[src/rtl/mfp_eic_port_arb.sv]
// mfp_eic_port_arb: boot-time init writer plus round-robin arbiter for the EIC register port,
// with atomic set-bits/clear-bits read-modify-write for mask registers.
module mfp_eic_port_arb #(
   parameter int                    ADDR_WIDTH = 4,
   parameter bit                    INIT_EN    = 1'b1,
   parameter logic [ADDR_WIDTH-1:0] INIT_A0    = '0,
   parameter logic [ADDR_WIDTH-1:0] INIT_A1    = '0,
   parameter logic [ADDR_WIDTH-1:0] INIT_A2    = '0,
   parameter logic [ADDR_WIDTH-1:0] INIT_A3    = '0,
   parameter logic [31:0]           INIT_D0    = 32'h0,
   parameter logic [31:0]           INIT_D1    = 32'h0,
   parameter logic [31:0]           INIT_D2    = 32'h0,
   parameter logic [31:0]           INIT_D3    = 32'h0
) (
   input  logic                  CLK,
   input  logic                  RESETn,
   input  logic                  req0,
   input  logic                  req1,
   input  logic [1:0]            op0,
   input  logic [1:0]            op1,
   input  logic [ADDR_WIDTH-1:0] addr0,
   input  logic [ADDR_WIDTH-1:0] addr1,
   input  logic [31:0]           wdata0,
   input  logic [31:0]           wdata1,
   output logic                  gnt0,
   output logic                  gnt1,
   output logic                  done0,
   output logic                  done1,
   output logic [31:0]           rdata,
   output logic                  init_done,
   output logic [ADDR_WIDTH-1:0] read_addr,
   input  logic [31:0]           read_data,
   output logic [ADDR_WIDTH-1:0] write_addr,
   output logic [31:0]           write_data,
   output logic                  write_enable
);

   typedef enum logic [2:0] {INIT0, INIT1, INIT2, INIT3, IDLE, RMW_WR} state_t;

   state_t                  state, state_nx;
   logic                    pri;
   logic [31:0]             old_q, mask_q;
   logic [ADDR_WIDTH-1:0]   addr_q;
   logic                    clr_q, port_q;
   logic                    init_st, idle, rmw, any_gnt, wr_gnt, rd_gnt, plain_rd;
   logic [1:0]              sel_op;
   logic [ADDR_WIDTH-1:0]   sel_addr, init_a;
   logic [31:0]             sel_wdata, init_d;

   // Decoded state is gated by RESETn so every output clears the moment reset asserts.
   assign init_st = RESETn && state inside {INIT0, INIT1, INIT2, INIT3};
   assign idle    = RESETn && state == IDLE;
   assign rmw     = RESETn && state == RMW_WR;

   // pri=1 means port 1 wins a tie; it points away from the most recent winner.
   assign gnt0      = idle && req0 && (!req1 || !pri);
   assign gnt1      = idle && req1 && (!req0 || pri);
   assign any_gnt   = gnt0 || gnt1;
   assign sel_op    = gnt1 ? op1 : op0;
   assign sel_addr  = gnt1 ? addr1 : addr0;
   assign sel_wdata = gnt1 ? wdata1 : wdata0;
   assign wr_gnt    = any_gnt && sel_op == 2'b01;
   assign rd_gnt    = any_gnt && sel_op != 2'b01;
   assign plain_rd  = any_gnt && sel_op == 2'b00;

   always_ff @(posedge CLK or negedge RESETn)
      if (!RESETn) state <= INIT_EN ? INIT0 : IDLE;
      else         state <= state_nx;

   always_comb begin
      state_nx = IDLE;
      case (state)
         INIT0:   state_nx = INIT1;
         INIT1:   state_nx = INIT2;
         INIT2:   state_nx = INIT3;
         INIT3:   state_nx = IDLE;
         IDLE:    state_nx = (any_gnt && sel_op[1]) ? RMW_WR : IDLE;
         default: state_nx = IDLE;
      endcase
   end

   always_comb begin
      init_a       = state == INIT0 ? INIT_A0 : state == INIT1 ? INIT_A1 : state == INIT2 ? INIT_A2 : INIT_A3;
      init_d       = state == INIT0 ? INIT_D0 : state == INIT1 ? INIT_D1 : state == INIT2 ? INIT_D2 : INIT_D3;
      init_done    = idle || rmw;
      write_enable = init_st || rmw || wr_gnt;
      write_addr   = init_st ? init_a : rmw ? addr_q : wr_gnt ? sel_addr : '0;
      write_data   = init_st ? init_d : rmw ? (clr_q ? old_q & ~mask_q : old_q | mask_q) : wr_gnt ? sel_wdata : '0;
      read_addr    = rd_gnt ? sel_addr : '0;
   end

   always_ff @(posedge CLK or negedge RESETn)
      if (!RESETn) begin
         done0  <= 1'b0;
         done1  <= 1'b0;
         rdata  <= '0;
         pri    <= 1'b0;
         old_q  <= '0;
         mask_q <= '0;
         addr_q <= '0;
         clr_q  <= 1'b0;
         port_q <= 1'b0;
      end else begin
         done0 <= (gnt0 && !op0[1]) || (rmw && !port_q);
         done1 <= (gnt1 && !op1[1]) || (rmw && port_q);
         if (plain_rd)  rdata <= read_data;
         else if (rmw)  rdata <= old_q;
         if (any_gnt)   pri <= gnt0;
         if (any_gnt && sel_op[1]) begin
            old_q  <= read_data;
            mask_q <= sel_wdata;
            addr_q <= sel_addr;
            clr_q  <= sel_op[0];
            port_q <= gnt1;
         end
      end

endmodule

[config.mk]
export PLATFORM = sky130hd
export DESIGN_NAME = mfp_eic_port_arb
export DESIGN_NICKNAME = d
export VERILOG_FILES = /design/src/rtl/mfp_eic_port_arb.sv
export SDC_FILE = /design/constraint.sdc
export NUM_CORES = 1
export LEC_CHECK = 0
export CAP_MARGIN = 10
export CORE_MARGIN = 2
export CORE_UTILIZATION = 45
export CTS_CLUSTER_SIZE = 14
export DETAILED_ROUTE_END_ITERATION = 7
export PLACE_DENSITY = 0.79
export REMOVE_ABC_BUFFERS = 1
export SYNTH_ARGS = -nofsm -noshare
export SYNTH_HDL_FRONTEND = slang
export SYNTH_SLANG_ARGS = --single-unit
[constraint.sdc]
create_clock -name CLK -period 2.62 [get_ports CLK]
set_input_delay 0.393 -clock CLK [delete_from_list [all_inputs] [get_ports CLK]]
set_output_delay 0.393 -clock CLK [all_outputs]
set_load 0.03 [all_outputs]
==> impl_metrics.json <==
{
  "status": "finished with violations",
  "violations": "negative setup slack",
  "combPwrFrac": 0.450,
  "drt_wl_total_um": 16400,
  "worst_ir_drop_vdd_mv": 0.465,
  "switchingPower_mw": 2.49,
  "postCtsHoldBufs": 0,
  "diodes": 0,
  "setup_violations": 1,
  "clock-sinks": 108,
  "portBuffers": 189,
  "yosysSeqAreaShare": 0.474,
  "ys_seq_elements": 108,
  "clk_latency_ns": 0.34,
  "clockBufferDepth": 2,
  "rrSetupSlack_ns": 0.37,
  "fp.dieW_um": 117,
  "cp_data_arrival_time_ns": 2.23,
  "hold_viol_final": 0,
  "dp_worst_setup_slack_ns": -0.299,
  "rsz0062_at_grt": "true",
  "max_stage_delay_ns": 0.50,
  "dpl_cell_area_sq_um": 7980,
  "core_sq_um": 12500,
  "max_slew_margin": 0.375,
  "skew_ns": 0.00759,
  "crit_required_ns": 2.23,
  "power.leakage_nw": 3.86,
  "min_period_over_period": 1.00,
  "gp_congestion": 0.865,
  "drt_first_pass_iters": 4,
  "layout_common_cells": "145 x clkdlybuf4s50_1, 107 x dfrtp_1, 86 x buf_4",
  "fmax_mhz": 381,
  "p_total_mw": 7.15,
  "cts-root-buf": "clkbuf_16",
  "placementRows": 41,
  "synthTopCellsByArea": "dfrtp_1 47%, mux2_2 13%, mux2i_1 13%",
  "clockPowerShare": 0.183,
  "power_density_nw_per_um2": 831,
  "ant_nets": 0,
  "first_global_vias": 4859,
  "die_h_um": 117,
  "worstMarginPinSlew_ns": 0.937,
  "cts.clk_slew.worst_paths_ns": 0.06,
  "grt_max_degree": 74,
  "grtUsageTotal": 0.228,
  "worst_r2r_endpoint": "rdata[30]$_DFFE_PN0P_",
  "worst_path_most_repeated_cell": "buf_4",
  "drt-initial-drc-count": 217,
  "synth_top_cell_area_share": 0.474,
  "setup_slack_ns": -0.00635,
  "synth.distinct_cells": 29,
  "hold_path.class": "input port to async pin",
  "syn_area_sq_um": 5700,
  "gr-total-overflow": 0,
  "numCtsBuffers": 9,
  "layout-drive-gt1-share": 0.351,
  "swShare": 0.348,
  "nets": 795,
  "io_pins": 190,
  "p_int_mw": 4.66,
  "wl_per_cell_um": 19.1,
  "dieArea_sq_um": 13600,
  "p_seq_frac": 0.366,
  "drc_errors": 0,
  "start_kind": "input port",
  "critical_path_class": "input port to primary output",
  "dp_hpwl_um": 10700,
  "design_area_sq_um": 8600,
  "crit_fanout": 6,
  "timing.rr.start": "pri$_DFFE_PN0P_",
  "netlist_instances": 463,
  "grt_pass1_wl_um": 24200,
  "endpoint_kind": "primary output",
  "fin_crit_ns": 2.63,
  "h-tree-depth": 3,
  "initial_core_util": 0.456,
  "final_common_cell": "clkdlybuf4s50_1",
  "cts_tree": "yes",
  "finalMaxSlewViolations": 0,
  "crit_slowest_cell": "clkdlybuf4s50_1",
  "area_growth_pct": 50.8,
  "grt_antenna_before_repair": 0,
  "yosys_warnings": 0,
  "vias": 4752,
  "yosysTopAreaCell": "dfrtp_1",
  "drv_cap": 0,
  "syn_area_per_cell_sq_um": 12.3,
  "path_cells": "clkdlybuf4s50_1, nand2b_1, buf_4, nand3_4, buf_12, mux2i_2, o22ai_2, buf_4",
  "viasPerCell": 5.53,
  "reg2regPathDepth": 5
}
-- Yosys cell counts (all sizes together) --
cell and n:
nor2 7, nand2 4, inv 9, or4b 1, mux2 96, and3 1
a21boi 2, nand2b 4, nand3 2, a32oi 1, clkbuf 27, a21o 2
buf 14, o32ai 1, nor4bb 1, o31ai 32, and3b 1, a311o 1
dfrtp 108, a32o 1, mux2i 74, o21ai 32, o211ai 1, xnor2 1
a21oi 1, o22ai 39
-- power by group through the flow --
stage / Clock (mW) / Sequential (mW) / Combinational, mW
after global placement: 0 / 2.60 / 3.04
after CTS: 1.34 / 2.62 / 3.14
after detailed placement: 0 / 2.64 / 3.13
after global routing: 1.41 / 2.69 / 3.41
after floorplan: 0 / 3.04 / 1.45
final: 1.31 / 2.62 / 3.22
-- per-layer routing --
layer  global-route usage  up-vias  share of wire
met3               0.0270       27          0.057
li1                     -     2184              -
met5                    0        -              0
met2                0.398      166           0.52
met4               0.0871        0          0.019
met1                0.291     2375           0.41
-- metrics by stage --
| step | utilization | hold WS (ns) | std cells | TNS (ns) |
|---|---|---|---|---|
| 3_3_place_gp | 0.637 | 0.451 | 834 | -3.18 |
| 4_1_cts | 0.663 | 0.131 | 849 | 0 |
| 6_report | 0.687 | 0.129 | 859 | -0.00635 |
| 3_5_place_dp | 0.637 | 0.464 | 834 | -9.47 |
| 5_1_grt | 0.687 | 0.179 | 859 | -1.09 |
| 2_1_floorplan | - | 0.0974 | 422 | -188.86 |
-- worst max-delay path, delay by kind of cell --
kind | cells | cell delay, ns
buf+inv | 4 | 1.07
simple gates | 2 | 0.32
mux | 1 | 0.30
compound gates | 1 | 0.14
-- logic make-up after synthesis --
group	Yosys count	synth area share
buf+inv	50	0.0388
flops	108	0.474
mux	170	0.339
simple gates	21	0.0195
compound gates	113	0.127
xor+xnor	1	0.00154
-- worst max path at each step --
stage	end	start	slack (ns)	depth (start not counted)
after global routing	write_data[7]	state[1]$_DFF_PN0_	-0.09	7
after CTS	write_data[17]	req0	0.005	8
final	write_data[7]	req0	-0.006	8
after global placement	write_addr[2]	req0	-0.14	7
after floorplan	old_q[0]$_DFFE_PN0P_	req0	-2.61	4
after detailed placement	write_addr[1]	req0	-0.30	7
-- sequential cells by signal, summed over array words and instances, names as in the netlist --
register  count
rdata        32
old_q        32
pri           1
mask_q       32
clr_q         1
done0         1
done1         1
state         3
addr_q        4
port_q        1
-- final cells by class --
class / count / area (sq um)
Clock buffer: 13 / 270
Clock inverter: 2 / 17.5
Fill cell: 968 / 3920
Inverter: 9 / 33.8
Multi-Input combinational cell: 306 / 2980
Sequential cell: 108 / 2700
Tap cell: 172 / 215
Timing Repair Buffer: 249 / 2380
-- repair_timing --
item / 4_1_cts / 5_1_grt
buffers inserted: 0 / 6
gates cloned: 0 / 4
pin swaps: 0 / 5
setup endpoints to repair: 36 / 35
endpoints found under the hold margin: 0 / 0
resized for setup: 12 / 36
Note: power is estimated with default switching activity, not from simulation.
